File: config.mk
export PLATFORM = sky130hd
export DESIGN_NAME = pulse_burst_sched
export DESIGN_NICKNAME = d
export VERILOG_FILES = /design/src/rtl/pulse_burst_sched.sv
export SDC_FILE = /design/constraint.sdc
export NUM_CORES = 1
export LEC_CHECK = 0
export CELL_PAD_IN_SITES_DETAIL_PLACEMENT = 0
export CELL_PAD_IN_SITES_GLOBAL_PLACEMENT = 1
export CORE_ASPECT_RATIO = 1.75
export CORE_MARGIN = 3
export CORE_UTILIZATION = 42
export CTS_BUF_LIST = sky130_fd_sc_hd__clkbuf_8
export CTS_CLUSTER_SIZE = 14
export DETAILED_ROUTE_END_ITERATION = 16
export PLACE_DENSITY = 0.92
export SYNTH_ARGS = -nofsm -noshare
export SYNTH_HDL_FRONTEND = slang
export SYNTH_SLANG_ARGS = --single-unit
File: constraint.sdc
create_clock -name clk -period 6.8 [get_ports clk]
set_clock_uncertainty 0.15 [all_clocks]
set_input_delay 1.02 -clock clk [delete_from_list [all_inputs] [get_ports clk]]
set_output_delay 1.02 -clock clk [all_outputs]
set_load 0.01 [all_outputs]
File: src/rtl/pulse_burst_sched.sv
// pulse_burst_sched: round-robin owner of a shared divide-by-10 pulse counter.
// Each requester asks for a burst of N counter pulses. The winner gets the
// counter cleared, enabled, and its pulses routed back until N have been seen,
// and then receives a one-cycle done pulse.
//
// Handshake: a requester raises req[i] with req_len[i] valid and holds req[i]
// high until it sees done[i]. Dropping req[i] before that while granted aborts
// the burst with no done. gnt[i] marks ownership from the cycle after req is
// sampled until the cycle after done (or after an abort).
module pulse_burst_sched #(
   parameter int NREQ  = 4,
   parameter int LEN_W = 8
) (
   input  logic                  clk,
   input  logic                  rst,
   input  logic [NREQ-1:0]       req,
   input  logic [NREQ*LEN_W-1:0] req_len,
   output logic [NREQ-1:0]       gnt,
   output logic [NREQ-1:0]       done,
   output logic                  busy,
   output logic [NREQ-1:0]       pulse_out,
   output logic                  cnt_clr,
   output logic                  cnt_start,
   input  logic                  cnt_pulse
);

   localparam int IDX_W = (NREQ > 1) ? $clog2(NREQ) : 1;

   typedef enum logic [1:0] {IDLE, CLEAR, RUN, DONE} state_t;

   state_t           state, next_state;
   logic [IDX_W-1:0] ptr, idx, sel_idx, idx_nxt;
   logic             sel_vld;
   logic [LEN_W-1:0] len_q, pcnt, pcnt_inc, sel_len;
   logic             abort, hit;

   // Round-robin pick: first requester at or above the pointer, wrapping.
   always_comb begin
      sel_idx = '0;
      sel_vld = 1'b0;
      for (int k = 0; k < NREQ; k++) begin
         if (!sel_vld && req[(int'(ptr) + k) % NREQ]) begin
            sel_vld = 1'b1;
            sel_idx = IDX_W'((int'(ptr) + k) % NREQ);
         end
      end
   end

   assign sel_len  = req_len[sel_idx*LEN_W +: LEN_W];
   assign idx_nxt  = (idx == IDX_W'(NREQ - 1)) ? '0 : idx + IDX_W'(1);
   assign abort    = ~req[idx];
   assign pcnt_inc = pcnt + LEN_W'(1);
   assign hit      = (pcnt_inc == len_q);

   // Route counter pulses to the owner only while running and not aborting.
   always_comb begin
      pulse_out = '0;
      if (state == RUN && cnt_pulse && !abort) begin
         pulse_out = gnt;
      end
   end

   // Next-state logic; abort takes precedence over burst completion.
   always_comb begin
      next_state = state;
      case (state)
         IDLE: begin
            if (sel_vld) begin
               next_state = (sel_len == '0) ? DONE : CLEAR;
            end
         end
         CLEAR: begin
            next_state = abort ? IDLE : RUN;
         end
         RUN: begin
            if (abort) begin
               next_state = IDLE;
            end else if (cnt_pulse && hit) begin
               next_state = DONE;
            end
         end
         DONE: begin
            // Stay until done has actually been issued; a zero-length grant
            // arrives here without it and spends one extra cycle.
            next_state = (|done) ? IDLE : DONE;
         end
         default: next_state = IDLE;
      endcase
   end

   // State register, grant bookkeeping and registered counter controls.
   always_ff @(posedge clk or posedge rst) begin
      if (rst) begin
         state     <= IDLE;
         gnt       <= '0;
         done      <= '0;
         busy      <= 1'b0;
         cnt_clr   <= 1'b0;
         cnt_start <= 1'b0;
         ptr       <= '0;
         idx       <= '0;
         len_q     <= '0;
         pcnt      <= '0;
      end else begin
         state     <= next_state;
         busy      <= (next_state != IDLE);
         cnt_clr   <= (next_state == CLEAR);
         cnt_start <= (next_state == RUN);
         done      <= '0;
         case (state)
            IDLE: begin
               if (sel_vld) begin
                  idx   <= sel_idx;
                  len_q <= sel_len;
                  gnt   <= NREQ'(1) << sel_idx;
               end
            end
            CLEAR: begin
               pcnt <= '0;
               if (abort) begin
                  gnt <= '0;
                  ptr <= idx_nxt;
               end
            end
            RUN: begin
               if (abort) begin
                  gnt <= '0;
                  ptr <= idx_nxt;
               end else if (cnt_pulse) begin
                  pcnt <= pcnt_inc;
                  if (hit) begin
                     done <= gnt;
                  end
               end
            end
            DONE: begin
               if (|done) begin
                  gnt <= '0;
                  ptr <= idx_nxt;
               end else begin
                  done <= gnt;
               end
            end
            default: ;
         endcase
      end
   end

endmodule

==> results.py, run 1 <==
metrics = {
    "power_and_ir_drop": {
        "clkPwrFrac": 0.170,
        "pwr-share-seq": 0.328,
        "power_mw": 0.976,
        "p_leak_nw": 1.13,
        "p_comb_frac": 0.502,
        "powerDensity_nw_per_um2": 354,
        "p_sw_mw": 0.376,
        "ir_worst_vdd_mv": 0.239,
        "p_int_mw": 0.600,
        "swShare": 0.385,
    },
    "drt": {
        "vias": 1737,
        "via_per_inst": 5.68,
        "wire_per_inst_um": 15.5,
        "detail-route-antenna-nets": 0,
        "drtPass1Iterations": 4,
        "drc": 0,
        "drtIter0Drc": 25,
        "drt-total-wl_mm": 4.76,
    },
    "global_routing": {
        "overflow": 0,
        "antenna_found_initial": 0,
        "grt_usage": 0.179,
        "grt_max_degree": 34,
        "grt_pass1_vias": 1690,
        "grt_first_pass_wirelength_mm": 7.92,
    },
    "clock_network": {
        "cts.sinks": 33,
        "cts_tree": "built",
        "clockBufferDepth": 2,
        "post-cts-setup-buffers": 0,
        "cts_resized": 0,
        "numCtsBuffers": 5,
        "ctsHoldBuffers": 0,
        "clk_pin_slew_ns": 0.07,
        "clkLatencyLatePin_ns": 0.28,
        "h-tree-depth": 2,
        "root_buffer": "clkbuf_8",
    },
    "worst_setup_path": {
        "r2r-end": "cnt_clr",
        "r2r_start": "ptr[1]",
        "reg2reg_slack_ns": 4.14,
        "crit_buf_inv": 2,
        "crit_path_end": "pulse_out[2]",
        "required_ns": 5.63,
        "slowest_stage": "mux4_1",
        "r2r_cells": 7,
        "critPathArrivalTime_ns": 3.22,
        "crit_chain": "clkdlybuf4s50_1, mux4_1, and3_1, and2_1, clkdlybuf4s50_1",
        "critPathLaunchType": "input port",
        "cp_max_fo": 14,
        "worstSetupPathDepth": 5,
        "cp_top_family": "buffers and inverters",
        "crit_top_cell": "clkdlybuf4s50_1",
        "cp_slowest_stage_delay_ns": 0.62,
        "path_class": "in -> out",
        "critPathLaunch": "req[1]",
        "cp-end-kind": "primary output",
    },
    "synthesis": {
        "synth_nets": 242,
        "yosysSeqAreaShare": 0.399,
        "synth_cells": 196,
        "synth_edf_count": 0,
        "synth.avg_cell_area_um2": 10.6,
        "syn_area_um2": 2070,
        "synthDistinctLibCells": 46,
        "synth-seq-cells": 33,
        "async_flop_share": 1.00,
        "yosysWarnings": 0,
        "synth_ff_type": "dfrtp_1",
    },
    "placement": {
        "hpwl_mm": 3.80,
        "gp_congestion": 0.827,
        "numPortBuffers": 53,
    },
    "finish": {
        "area_growth_pct": 33.3,
        "nets": 299,
        "drive_above_1_share": 0.122,
        "final_util": 0.586,
        "diodes": 0,
    },
    "die": {
        "rows": 33,
        "start_util": 0.440,
        "die_area_um2": 5840,
        "die_h_um": 98.9,
        "core_um2": 4710,
        "num_io_pins": 54,
        "die_width_um": 59.1,
    },
    "sta": {
        "max_slew_margin": 0.435,
        "fmax_ghz": 0.228,
        "final.min_clock_period_ns": 4.39,
        "setup-tns-final_ns": 0,
        "worstMarginPinSlew_ns": 0.840,
        "rsz0062_at_grt": "false",
        "slew_viol_final": 0,
        "finalHoldViolCount": 0,
        "fin_crit_sh": 0.646,
        "setup_viol": 0,
    },
    "run_status": {
        "outcome": "completed",
    },
    "min_path": {
        "hp-class": "reg -> reg",
    },
    "job": {
        "drv_cap": 0,
    },
}
[stage by stage]
| stage | std cells | area (um2) | setup slack, ns | hold slack (ns) |
|---|---|---|---|---|
| after floorplan | 196 | 2070 | 3.45 | 0.318 |
| after global placement | 298 | 2660 | 2.48 | 0.343 |
| after detailed placement | 298 | 2660 | 2.41 | 0.350 |
| after CTS | 306 | 2760 | 2.42 | 0.367 |
| after global routing | 306 | 2760 | 2.32 | 0.396 |
| final | 306 | 2760 | 2.41 | 0.363 |
[flip-flops by register name, indices dropped and copies added, names as in the netlist]
signal	count
cnt_start	1
idx	2
gnt	4
done	4
busy	1
pcnt	8
len_q	8
cnt_clr	1
state	2
ptr	2
[cell usage after synthesis, drive strengths merged, types with 4 or more instances]
cell type  count  area (um2)
nand2         16        70.1
a21oi          6        30.0
nand3          5        25.0
and2          12        77.6
dfrtp         33         826
ha             7        87.6
nor2b          4        25.0
nor2           8        30.0
mux2           9         101
o21ai         21         105
inv           13        48.8
a21boi         4        33.8
xnor2          8        70.1
mux4           8         195
nor3           4        25.0
[per-layer routing]
layer  part of all wire  track usage  wire (um)  vias up
met4              0.042        0.108        199        0
met1               0.37        0.197       1780      834
met2               0.54        0.306       2570       56
li1                   -            -          -      834
met3              0.044       0.0328        207       13
met5                  0            0          0        -
[worst min-delay path, cell delays in order (launching register included)]
cell	delay [ns]
dfrtp_1	0.37
nand2_1	0.06
o31ai_1	0.06
[power groups by stage]
stage               Combinational [mW]  Clock [mW]  Sequential, mW
global route                     0.540       0.178           0.330
global placement                 0.486           0           0.322
floorplan                        0.358           0           0.316
finish                           0.490       0.166           0.320
detailed placement               0.491           0           0.324
CTS                              0.496       0.168           0.321
[logic make-up after synthesis]
kind of cell | after synthesis | share of synthesized area
muxes | 18 | 0.148
DFF | 33 | 0.399
and+or+nand+nor | 60 | 0.160
xor gates and xnor gates | 11 | 0.0465
AOI/OAI and AO/OA | 50 | 0.174
adders and majority gates | 7 | 0.0423
buffers and inverters | 17 | 0.0308
[how the worst min path moves through the flow]
| stage | from | to | slack (ns) | cells after the start |
|---|---|---|---|---|
| after floorplan | len_q[5] | len_q[5] | 0.32 | 2 |
| after global placement | len_q[5] | len_q[5] | 0.34 | 2 |
| after detailed placement | len_q[5] | len_q[5] | 0.35 | 2 |
| after CTS | len_q[5] | len_q[5] | 0.37 | 2 |
| after global routing | len_q[5] | len_q[5] | 0.40 | 2 |
| final | len_q[5] | len_q[5] | 0.36 | 2 |
[final cells by class]
type                       instances  area [um2]
tap                               52        65.1
inverter                          13        48.8
clock inverter                     1        5.00
multi-input combinational        146        1180
timing repair buffer              54         538
clock buffer                       7        96.3
fill                             429        1950
sequential                        33         826
[layout by cell type (no fill, tap or decap), types with 2 or more instances in the layout]
cell / n
mux4_2: 4
ha_1: 7
a21boi_0: 2
a21oi_1: 6
nor2b_1: 4
inv_1: 13
o31ai_1: 3
nand2_1: 14
o41ai_1: 2
a211oi_1: 2
nand2b_1: 2
and3_1: 2
nor2_1: 8
nor3_1: 3
o21ai_1: 3
dfrtp_1: 33
or3_1: 2
mux4_1: 4
a31oi_1: 2
xnor2_1: 8
o21ai_0: 18
nor4_1: 3
mux2_2: 9
clkbuf_8: 7
clkdlybuf4s50_1: 53
o21a_1: 2
nand3_1: 5
and2_1: 11
xor2_1: 3
No activity file was read; power rests on OpenSTA's default activity.
==> run 2: changes to the inputs <==
- CORE_UTILIZATION: 42 -> 35
- PLACE_DENSITY: 0.92 -> 0.83
- clock period: 6.8 -> 3.7 ns (I/O delays scaled with it)
==> results.py, run 2 (synthesis results as in run 1) <==
metrics = {
    "run_status": {
        "outcome": "completed",
    },
    "power_and_ir_drop": {
        "powerDensity_nw_per_um2": 625,
        "clkPwrFrac": 0.149,
        "swShare": 0.389,
        "p_comb_frac": 0.512,
        "pwr-share-seq": 0.338,
        "power_mw": 1.74,
        "p_sw_mw": 0.679,
        "p_leak_nw": 1.13,
        "p_int_mw": 1.06,
        "ir_worst_vdd_mv": 0.304,
    },
    "drt": {
        "highest_layer": "met4",
        "drt-total-wl_mm": 4.92,
        "drtIter0Drc": 55,
        "wire_per_inst_um": 14.8,
        "drt-met1-wl_mm": 1.83,
        "drc": 0,
        "detail-route-antenna-nets": 0,
        "drtPass1Iterations": 4,
        "vias": 1686,
        "wl_met2_mm": 2.85,
        "wl_met3_um": 153,
        "via_per_inst": 5.08,
    },
    "placement": {
        "gp_congestion": 0.801,
        "hpwl_mm": 3.95,
        "numPortBuffers": 53,
        "post-place-ws_ns": 0.321,
    },
    "clock_network": {
        "cts.sinks": 33,
        "clk_pin_slew_ns": 0.07,
        "ctsHoldBuffers": 0,
        "root_buffer": "clkbuf_8",
        "cts_resized": 0,
        "cts_tree": "built",
        "post-cts-setup-buffers": 0,
        "clockBufferDepth": 2,
        "clkLatencyLatePin_ns": 0.29,
        "h-tree-depth": 2,
        "numCtsBuffers": 5,
    },
    "worst_setup_path": {
        "required_ns": 2.99,
        "path_class": "in -> out",
        "cp-end-kind": "primary output",
        "crit_chain": "clkdlybuf4s50_1, mux4_1, and3_1, and2_1, clkdlybuf4s50_1",
        "reg2reg_slack_ns": 0.95,
        "cp_slowest_stage_delay_ns": 0.62,
        "crit_top_cell": "clkdlybuf4s50_1",
        "slowest_stage": "mux4_1",
        "cp_top_family": "buffers and inverters",
        "critPathLaunchType": "input port",
        "critPathArrivalTime_ns": 2.60,
        "crit_buf_inv": 2,
        "cp_max_fo": 6,
    },
    "die": {
        "start_util": 0.368,
        "die_h_um": 108,
        "die_area_um2": 6910,
        "core_um2": 5630,
        "die_width_um": 64.1,
        "num_io_pins": 54,
        "rows": 36,
    },
    "global_routing": {
        "grt_first_pass_wirelength_mm": 8.25,
        "grt_pass1_vias": 1695,
        "overflow": 0,
        "antenna_found_initial": 0,
        "grt_max_degree": 34,
        "grt_usage": 0.155,
    },
    "finish": {
        "largest_registers": "len_q (8), pcnt (8)",
        "final_cell_mix": "clkdlybuf4s50_1, dfrtp_1, o21ai_0, inv_1, nand2_1",
        "nets": 301,
        "diodes": 0,
        "final_common_cell": "clkdlybuf4s50_1",
        "final_util": 0.495,
        "drive_above_1_share": 0.125,
        "area_growth_pct": 34.6,
    },
    "sta": {
        "final.min_clock_period_ns": 3.31,
        "fmax_ghz": 0.302,
        "max_slew_margin": 0.631,
        "fin_crit_sh": 0.894,
        "setup_viol": 0,
        "worstMarginPinSlew_ns": 0.552,
        "setup_slack_ns": 0.393,
        "slew_viol_final": 0,
        "rsz0062_at_grt": "false",
        "finalHoldViolCount": 0,
        "setup-tns-final_ns": 0,
    },
    "job": {
        "drv_cap": 0,
    },
    "min_path": {
        "hp-class": "reg -> reg",
    },
}
[run 2: cell count changes in the layout (fill, tap and decap cells not counted)]
cell | before | now
buf_4 | 1 | 3
clkinv_2 | 1 | 2
clkbuf_8 | 7 | 5
inv_1 | 13 | 14
[run 2: final timing paths]
path | startpoint | to | depth (start not counted)
setup / recovery | req[1] | pulse_out[0] | 5
hold / removal | len_q[5] | len_q[5] | 2
setup reg to reg | ptr[1] | cnt_clr | 7
hold reg to reg | len_q[5] | len_q[5] | 2
max in group asynchronous | rst | len_q[2] | 3
min in group asynchronous | rst | done[2] | 3
[run 2: through the flow]
| step | hold WS [ns] | instance area [um2] | cells |
|---|---|---|---|
| 2_1_floorplan | 0.318 | 2070 | 196 |
| 3_3_place_gp | 0.350 | 2700 | 324 |
| 3_5_place_dp | 0.363 | 2700 | 324 |
| 4_1_cts | 0.379 | 2790 | 332 |
| 5_1_grt | 0.408 | 2790 | 332 |
| 6_report | 0.367 | 2790 | 332 |
[run 2: final cells by class]
class	instances	area [um2]
fill	507	2840
multi-input combinational	146	1180
sequential	33	826
timing repair buffer	56	553
tap	76	95.1
clock buffer	5	68.8
inverter	13	48.8
clock inverter	3	13.8
[run 2: power by group through the flow]
stage | sequential, mW | clock, mW | combinational (mW)
6_report | 0.589 | 0.261 | 0.893
5_1_grt | 0.606 | 0.285 | 0.992
4_1_cts | 0.592 | 0.270 | 0.906
3_5_place_dp | 0.599 | 0 | 0.900
3_3_place_gp | 0.598 | 0 | 0.884
2_1_floorplan | 0.581 | 0 | 0.658
[run 2: routing by layer]
layer / vias up / GRT usage
li1: 832 / -
met1: 809 / 0.164
met2: 37 / 0.297
met3: 8 / 0.0272
met4: 0 / 0.0590
met5: - / 0
[run 2: worst min-delay path, delay by kind of cell (launching register included)]
kind / cells / cell delay, ns
compound gates: 1 / 0.06
flops: 1 / 0.37
simple gates: 1 / 0.06
==> run 3: changes to the inputs <==
--- a/config.mk
+++ b/config.mk
@@ -10,9 +10,10 @@
 export CORE_ASPECT_RATIO = 1.75
 export CORE_MARGIN = 3
-export CORE_UTILIZATION = 35
+export CORE_UTILIZATION = 45
 export CTS_BUF_LIST = sky130_fd_sc_hd__clkbuf_8
 export CTS_CLUSTER_SIZE = 14
 export DETAILED_ROUTE_END_ITERATION = 16
-export PLACE_DENSITY = 0.83
+export DONT_BUFFER_PORTS = 1
+export PLACE_DENSITY = 0.81
 export SYNTH_ARGS = -nofsm -noshare
 export SYNTH_HDL_FRONTEND = slang
==> constraint.sdc (replaced) <==
create_clock -name clk -period 3.7 [get_ports clk]
set_clock_uncertainty 0.15 [all_clocks]
set_input_delay 1.11 -clock clk [delete_from_list [all_inputs] [get_ports clk]]
set_output_delay 1.11 -clock clk [all_outputs]
set_load 0.01 [all_outputs]
==> results.py, run 3 (synthesis results as in run 1) <==
metrics = {
    "worst_setup_path": {
        "r2r_cells": 8,
        "critPathArrivalTime_ns": 2.15,
        "reg2reg_slack_ns": 1.04,
        "crit_path_end": "pulse_out[3]",
        "cp-end-kind": "primary output",
        "r2r_start": "pcnt[0]",
        "cp_max_fo": 6,
        "slowest_stage": "mux4_1",
        "critPathLaunchType": "input port",
        "path_class": "in -> out",
        "cp_slowest_stage_delay_ns": 0.56,
        "r2r-end": "busy",
        "required_ns": 2.44,
        "crit_chain": "mux4_1, and3_1, and2_1",
        "critPathLaunch": "req[1]",
    },
    "placement": {
        "gp_congestion": 0.795,
        "hpwl_mm": 3.79,
        "numPortBuffers": 0,
    },
    "clock_network": {
        "cts_resized": 0,
        "h-tree-depth": 2,
        "clkLatencyLatePin_ns": 0.28,
        "cts.sinks": 33,
        "clockBufferDepth": 2,
        "cts_tree": "built",
        "post-cts-setup-buffers": 0,
        "root_buffer": "clkbuf_8",
        "ctsHoldBuffers": 0,
        "numCtsBuffers": 5,
        "clk_pin_slew_ns": 0.06,
    },
    "finish": {
        "area_growth_pct": 8.34,
        "drive_above_1_share": 0.163,
        "fillers": 384,
        "diodes": 0,
        "final_common_cell": "dfrtp_1",
        "nets": 248,
        "final_cell_mix": "dfrtp_1, o21ai_0, nand2_1, inv_1, and2_1",
        "largest_registers": "len_q (8), pcnt (8)",
    },
    "drt": {
        "drtIter0Drc": 33,
        "drtPass1Iterations": 5,
        "wire_per_inst_um": 18.0,
        "detail-route-antenna-nets": 0,
        "via_per_inst": 6.11,
        "vias": 1553,
        "drt-total-wl_mm": 4.57,
        "drc": 0,
    },
    "sta": {
        "max_slew_margin": 0.573,
        "rsz0062_at_grt": "false",
        "fmax_ghz": 0.294,
        "setup-tns-final_ns": 0,
        "fin_hold_ws_ns": 0.381,
        "setup_viol": 0,
        "slew_viol_final": 0,
        "worstMarginPinSlew_ns": 0.640,
        "final.min_clock_period_ns": 3.41,
        "fin_crit_sh": 0.921,
        "finalHoldViolCount": 0,
    },
    "die": {
        "die_width_um": 57.3,
        "rows": 32,
        "die_h_um": 95.7,
        "die_area_um2": 5480,
        "core_um2": 4440,
        "start_util": 0.466,
        "num_io_pins": 54,
    },
    "global_routing": {
        "overflow": 0,
        "grt_usage": 0.178,
        "grt_first_pass_wirelength_mm": 7.35,
        "grt_pass1_vias": 1636,
        "grt_max_degree": 34,
        "antenna_found_initial": 0,
    },
    "power_and_ir_drop": {
        "ir_worst_vdd_mv": 0.452,
        "p_leak_nw": 0.939,
        "powerDensity_nw_per_um2": 760,
    },
    "run_status": {
        "outcome": "completed",
    },
    "job": {
        "drv_cap": 0,
    },
    "min_path": {
        "hp-class": "reg -> reg",
    },
}
-- run 3: cell type report --
type / instances / area (um2) / area share
clock buffer: 7 / 96.3 / 0.0429
clock inverter: 1 / 5.00 / 0.00223
timing repair buffer: 3 / 22.5 / 0.0100
sequential: 33 / 826 / 0.368
inverter: 13 / 48.8 / 0.0218
multi-input combinational: 146 / 1180 / 0.526
tap: 51 / 63.8 / 0.0284
-- run 3: worst min path at each step --
stage	startpoint	endpoint	slack (ns)	depth (start not counted)
after floorplan	len_q[5]	len_q[5]	0.32	2
after global placement	pcnt[7]	pcnt[7]	0.35	1
after detailed placement	pcnt[7]	pcnt[7]	0.37	1
after CTS	pcnt[7]	pcnt[7]	0.37	1
after global routing	len_q[7]	len_q[7]	0.41	1
final	pcnt[7]	pcnt[7]	0.38	1
-- run 3: power breakdown --
part	switching, mW	internal (mW)	leakage [nW]	total, mW
logic	0.425	0.371	0.459	0.796
clock network	0.128	0.168	0.0542	0.296
registers	0.129	0.484	0.425	0.613
-- run 3: per-stage QoR --
stage | utilization | total power, mW | cell area, um2 | instances | setup slack [ns]
2_1_floorplan | - | 1.24 | 2070 | 196 | 0.170
5_1_grt | 0.505 | 1.83 | 2240 | 254 | 0.256
4_1_cts | 0.505 | 1.72 | 2240 | 254 | 0.292
6_report | 0.505 | 1.70 | 2240 | 254 | 0.293
3_5_place_dp | 0.482 | 1.42 | 2140 | 246 | 0.290
3_3_place_gp | 0.482 | 1.39 | 2140 | 246 | 0.310
-- run 3: routing by layer --
| metal | part of all wire | vias to the layer above | global-route usage |
|---|---|---|---|
| met5 | 0 | - | 0 |
| met2 | 0.58 | 57 | 0.346 |
| met4 | 0.037 | 0 | 0.106 |
| li1 | - | 724 | - |
| met3 | 0.049 | 17 | 0.0430 |
| met1 | 0.33 | 755 | 0.160 |
-- run 3: worst max-delay path, delay by kind of cell --
family | cells | cell delay [ns]
multiplexers | 1 | 0.56
AND/OR/NAND/NOR | 2 | 0.48
